[config.mk]
export PLATFORM = sky130hd
export DESIGN_NAME = serial_parity_frame
export DESIGN_NICKNAME = d
export VERILOG_FILES = /design/src/rtl/parity_pkg.sv /design/src/rtl/sat_counter.sv /design/src/rtl/serial_parity_frame.sv
export SDC_FILE = /design/constraint.sdc
export NUM_CORES = 1
export LEC_CHECK = 0
export CAP_MARGIN = 15
export CORE_UTILIZATION = 30
export DETAILED_ROUTE_END_ITERATION = 10
export SLEW_MARGIN = 5
export SYNTH_ARGS = -nofsm -noshare
export SYNTH_HDL_FRONTEND = slang
export SYNTH_SLANG_ARGS = --single-unit
[constraint.sdc]
create_clock -name clk -period 2.3 [get_ports clk]
set_clock_uncertainty 0.05 [all_clocks]
set_input_delay 0.23 -clock clk [delete_from_list [all_inputs] [get_ports clk]]
set_output_delay 0.23 -clock clk [all_outputs]
set_load 0.05 [all_outputs]
[src/rtl/parity_pkg.sv]
// Shared definitions for the serial parity frame checker: FSM encoding,
// parity mode constants and the error-counter width.
package parity_pkg;

    typedef enum logic [1:0] {
        ST_IDLE   = 2'd0,
        ST_DATA   = 2'd1,
        ST_PARITY = 2'd2,
        ST_DONE   = 2'd3
    } state_t;

    localparam logic PARITY_EVEN = 1'b0;
    localparam logic PARITY_ODD  = 1'b1;

    localparam int ERR_CNT_W = 8;

    // Expected parity bit for an accumulated XOR under the selected mode.
    function automatic logic expected_parity(input logic acc, input logic odd);
        return acc ^ odd;
    endfunction

endpackage

[src/rtl/sat_counter.sv]
// Width-parameterised up-counter that sticks at all-ones instead of wrapping.
module sat_counter #(
    parameter int W = 8
) (
    input  logic         clk,
    input  logic         rst,
    input  logic         inc,
    output logic [W-1:0] count
);

    always_ff @(posedge clk or posedge rst) begin
        if (rst) begin
            count <= '0;
        end else if (inc && (count != {W{1'b1}})) begin
            count <= count + 1'b1;
        end
    end

endmodule

[src/rtl/serial_parity_frame.sv]
// Serial parity checker: XORs FRAME_LEN data bits, compares a trailing parity bit.
// Optional saturating error counter on err_count when PARITY_ERR_COUNT_EN is defined.
module serial_parity_frame
    import parity_pkg::*;
#(
    parameter int FRAME_LEN = 8,
    parameter int ODD       = 0
) (
    input  logic                             clk,
    input  logic                             rst,
    input  logic                             in_valid,
    input  logic                             in_bit,
    output logic                             in_ready,
    input  logic                             abort,
    output logic                             out_valid,
    output logic                             parity_out,
    output logic                             parity_err,
    output logic [$clog2(FRAME_LEN+1)-1:0]   bit_count,
    output state_t                           dbg_state
`ifdef PARITY_ERR_COUNT_EN
    ,
    output logic [ERR_CNT_W-1:0]             err_count
`endif
);

    localparam int                CNT_W   = $clog2(FRAME_LEN + 1);
    localparam logic [CNT_W-1:0]  LAST    = CNT_W'(FRAME_LEN);
    localparam logic              ODD_BIT = (ODD != 0) ? PARITY_ODD : PARITY_EVEN;

    state_t           state, state_nxt;
    logic             acc, acc_nxt;
    logic [CNT_W-1:0] cnt_nxt;
    logic             po_nxt, pe_nxt;
    logic             accept;

    // Handshake: a bit transfers on a rising edge with in_valid && in_ready;
    // in_ready drops only for the single DONE cycle, and upstream holds its bit.
    assign in_ready  = ~out_valid;
    assign accept    = in_valid & in_ready;
    assign dbg_state = state;

    always_comb begin
        state_nxt = state;
        acc_nxt   = acc;
        cnt_nxt   = bit_count;
        po_nxt    = parity_out;
        pe_nxt    = parity_err;
        case (state)
            ST_IDLE: begin
                if (accept) begin
                    acc_nxt   = in_bit;
                    cnt_nxt   = CNT_W'(1);
                    state_nxt = (FRAME_LEN == 1) ? ST_PARITY : ST_DATA;
                end
            end
            ST_DATA: begin
                if (accept) begin
                    acc_nxt = acc ^ in_bit;
                    cnt_nxt = bit_count + 1'b1;
                    if (cnt_nxt == LAST) begin
                        state_nxt = ST_PARITY;
                    end
                end
            end
            ST_PARITY: begin
                if (accept) begin
                    po_nxt    = expected_parity(acc, ODD_BIT);
                    pe_nxt    = expected_parity(acc, ODD_BIT) ^ in_bit;
                    state_nxt = ST_DONE;
                end
            end
            default: begin
                state_nxt = ST_IDLE;
                acc_nxt   = 1'b0;
                cnt_nxt   = '0;
            end
        endcase
        // Abort wins over a same-cycle accept; the reported result is left alone.
        if (abort) begin
            state_nxt = ST_IDLE;
            acc_nxt   = 1'b0;
            cnt_nxt   = '0;
            po_nxt    = parity_out;
            pe_nxt    = parity_err;
        end
    end

    always_ff @(posedge clk or posedge rst) begin
        if (rst) begin
            state      <= ST_IDLE;
            acc        <= 1'b0;
            bit_count  <= '0;
            parity_out <= 1'b0;
            parity_err <= 1'b0;
            out_valid  <= 1'b0;
        end else begin
            state      <= state_nxt;
            acc        <= acc_nxt;
            bit_count  <= cnt_nxt;
            parity_out <= po_nxt;
            parity_err <= pe_nxt;
            out_valid  <= (state_nxt == ST_DONE);
        end
    end

`ifdef PARITY_ERR_COUNT_EN
    sat_counter #(
        .W(ERR_CNT_W)
    ) u_err_count (
        .clk   (clk),
        .rst   (rst),
        .inc   (out_valid & parity_err),
        .count (err_count)
    );
`endif

endmodule

==> out/results.txt <==
Register area share after synthesis -> 46.6%
Die Width -> 44.3 um
Vias -> 463
Wire per inst -> 11.7 um
CTS tree -> yes
Crit Path Class -> register to primary output
Leading cell type in the layout, fill and taps excluded -> clkdlybuf4s50_1
H-tree levels -> 1
Setup Buffers After CTS -> 0
Core Footprint -> 1590 um2
Pwr Density -> 526 nW/um2
Period utilization -> 82.7%
Slew Limit Fails -> 0
Cell area after technology mapping -> 537 um2
All-Layer GR Usage -> 13.4%
Library cells used by synthesis -> 23
Overall power -> 0.381 mW
Sequential standard cell area -> 250 um2
DR DRC count -> 0
Yosys reg bits -> 10
Total CTS buffers -> 3
Nets@finish -> 80
Hold WS -> 0.195 ns
Crit-path max cell delay -> 0.86 ns
Syn nets -> 62
Clock network fraction of design power -> 31.1%
Crit-path slowest cell -> clkdlybuf4s50_1
Area grow syn2layout -> 35.2%
Slew @ Worst Pin -> 0.494 ns
CTS Buffer Depth -> 2
Worst Path Required -> 2.02 ns
Most frequent cells in the layout -> clkdlybuf4s50_1 (14), dfrtp_1 (10), nor2_1 (6)
Fin. Hold Viols -> 0
Arr. time, crit path -> 1.62 ns
Area occupied by multi-input gates -> 275 um2
Combinational share of power -> 18.5%
RSZ-0062 raised after global routing -> no
CTS Root Cell -> clkbuf_4
Static leakage -> 0.296 nW
CP startpoint kind -> register
PortBufs -> 14
Worst-Skew Late Latency -> 0.26 ns
Largest area contributor in the netlist -> dfrtp_1
Critical path's top delay family -> buffers and inverters
DR vias/cell -> 4.82
Crit. End Element -> primary output
P_int -> 0.272 mW
Syn Inst Count -> 56
Cell Chain, Critical Path -> clkdlybuf4s50_1
Setup TNS -> 0 ns
Detailed router's first-iteration violation count -> 19
HPWL Detailed -> 796 um
Hold Crit Class -> input port to async pin
Top Ports -> 15
Sequential share of power -> 50.4%
Global-route wire length before repair -> 1.86 mm
# Max-Cap Violations -> 0
Diode count -> 0
Initial Utilization -> 33.7%
GR Overflow Total -> 0
Die Area -> 1960 um2
Final wirelength -> 1.12 mm
CTS resizes -> 0
Largest net degree at the start of global routing -> 11
Setup WS post-layout -> 0.397 ns
Post-synth top area share -> 46.6%
Psw -> 0.110 mW
# setup viols final -> 0
YS warnings -> 0
Crit path max fanout -> 9
CTS hold repair buffers -> 0
Vias in the first global route -> 404
Max-slew headroom -> 67.0%
Clk sinks -> 10
FF-to-FF setup slack -> 0.79 ns
# fillers -> 154
Post-Syn Area per Cell -> 9.59 um2
Period minus WS final -> 1.90 ns
Max Fclk -> 0.526 GHz
Initial antenna violation count -> 0
Die Y -> 44.3 um
Layout cells sized above 1 -> 8.33%
Pre-antenna DRT Iters -> 4
VDD IR max -> 0.301 mV
Reg clk slew, reported paths -> 0.07 ns
Sw frac -> 28.8%
Std-Cell Rows -> 14
CP bufs+invs -> 1
Dpl ws -> 0.624 ns
Final ANT Viol Nets -> 0
Area contributors post-synth -> dfrtp_1 (47%), mux2_2 (4.2%), nor2_1 (4.2%), a21oi_1 (3.7%), nand3_1 (3.7%)
GPL Wtd Cong -> 0.803
Status -> complete, no violations
power groups by stage:
| stage | sequential [mW] | clock [mW] | combinational [mW] |
|---|---|---|---|
| 2_1_floorplan | 0.213 | 0 | 0.0271 |
| 3_3_place_gp | 0.195 | 0 | 0.0707 |
| 3_5_place_dp | 0.196 | 0 | 0.0712 |
| 4_1_cts | 0.192 | 0.122 | 0.0714 |
| 5_1_grt | 0.194 | 0.133 | 0.0764 |
| 6_report | 0.192 | 0.119 | 0.0706 |
cell usage after synthesis:
master    number
nand2_1        3
or2b_1         2
nand2b_1       2
a31oi_1        1
nand3b_1       1
a21o_1         1
o32ai_1        2
ha_1           1
dfrtp_1       10
nor2b_1        2
a21oi_1        4
o22ai_1        1
or4b_1         1
nor2_1         6
nand4b_1       1
inv_1          2
and2b_1        2
mux2_2         2
clkbuf_1       1
nor3_2         1
xor2_1         2
o21ai_0        4
nand3_1        4
logic make-up (layout without fill, tap and decap cells):
| logic type | after synthesis | after routing | synth area share, % |
|---|---|---|---|
| buffers and inverters | 3 | 19 | 2.10 |
| muxes | 2 | 2 | 4.20 |
| AOI/OAI and AO/OA | 13 | 13 | 14.5 |
| and+or+nand+nor | 25 | 25 | 27.0 |
| adders and majority gates | 1 | 1 | 2.33 |
| DFF | 10 | 10 | 46.6 |
| xor gates and xnor gates | 2 | 2 | 3.26 |
state kept, by name, indices dropped and copies added, names as in the netlist:
| signal | cells |
|---|---|
| acc | 1 |
| dbg_state | 2 |
| parity_err | 1 |
| out_valid | 1 |
| parity_out | 1 |
| bit_count | 4 |
path summary, 6_finish.rpt:
path,from,cells after the start,endpoint
max in group asynchronous,rst,2,bit_count[2]
worst min-delay path,rst,2,parity_out
worst min register to register,parity_err,1,parity_err
worst max register to register,dbg_state[1],3,bit_count[3]
worst max-delay path,dbg_state[1],1,dbg_state[1]
min in group clk,parity_err,1,parity_err
layout make-up:
type | instances | area share (%)
Inverter | 2 | 1.03
Timing Repair Buffer | 14 | 19.3
Tap cell | 24 | 4.14
Sequential cell | 10 | 34.5
Clock buffer | 3 | 3.10
Multi-Input combinational cell | 43 | 37.9
metal layers:
layer / GRT usage (%) / vias up / part of all wire, % / wire, um
met4: 7.27 / 0 / 0.98 / 11
li1: - / 239 / - / -
met2: 16.8 / 11 / 42 / 476
met1: 19.7 / 211 / 52 / 587
met3: 4.90 / 2 / 4.2 / 47
met5: 0 / - / 0 / 0
per-stage QoR:
stage,instances,utilization [%],area [um2]
4_1_cts,96,45.5,726
5_1_grt,96,45.5,726
6_report,96,45.5,726
3_5_place_dp,93,44.1,703
2_1_floorplan,56,-,537
3_3_place_gp,93,44.1,703
Power figures use the tool's default switching activity.
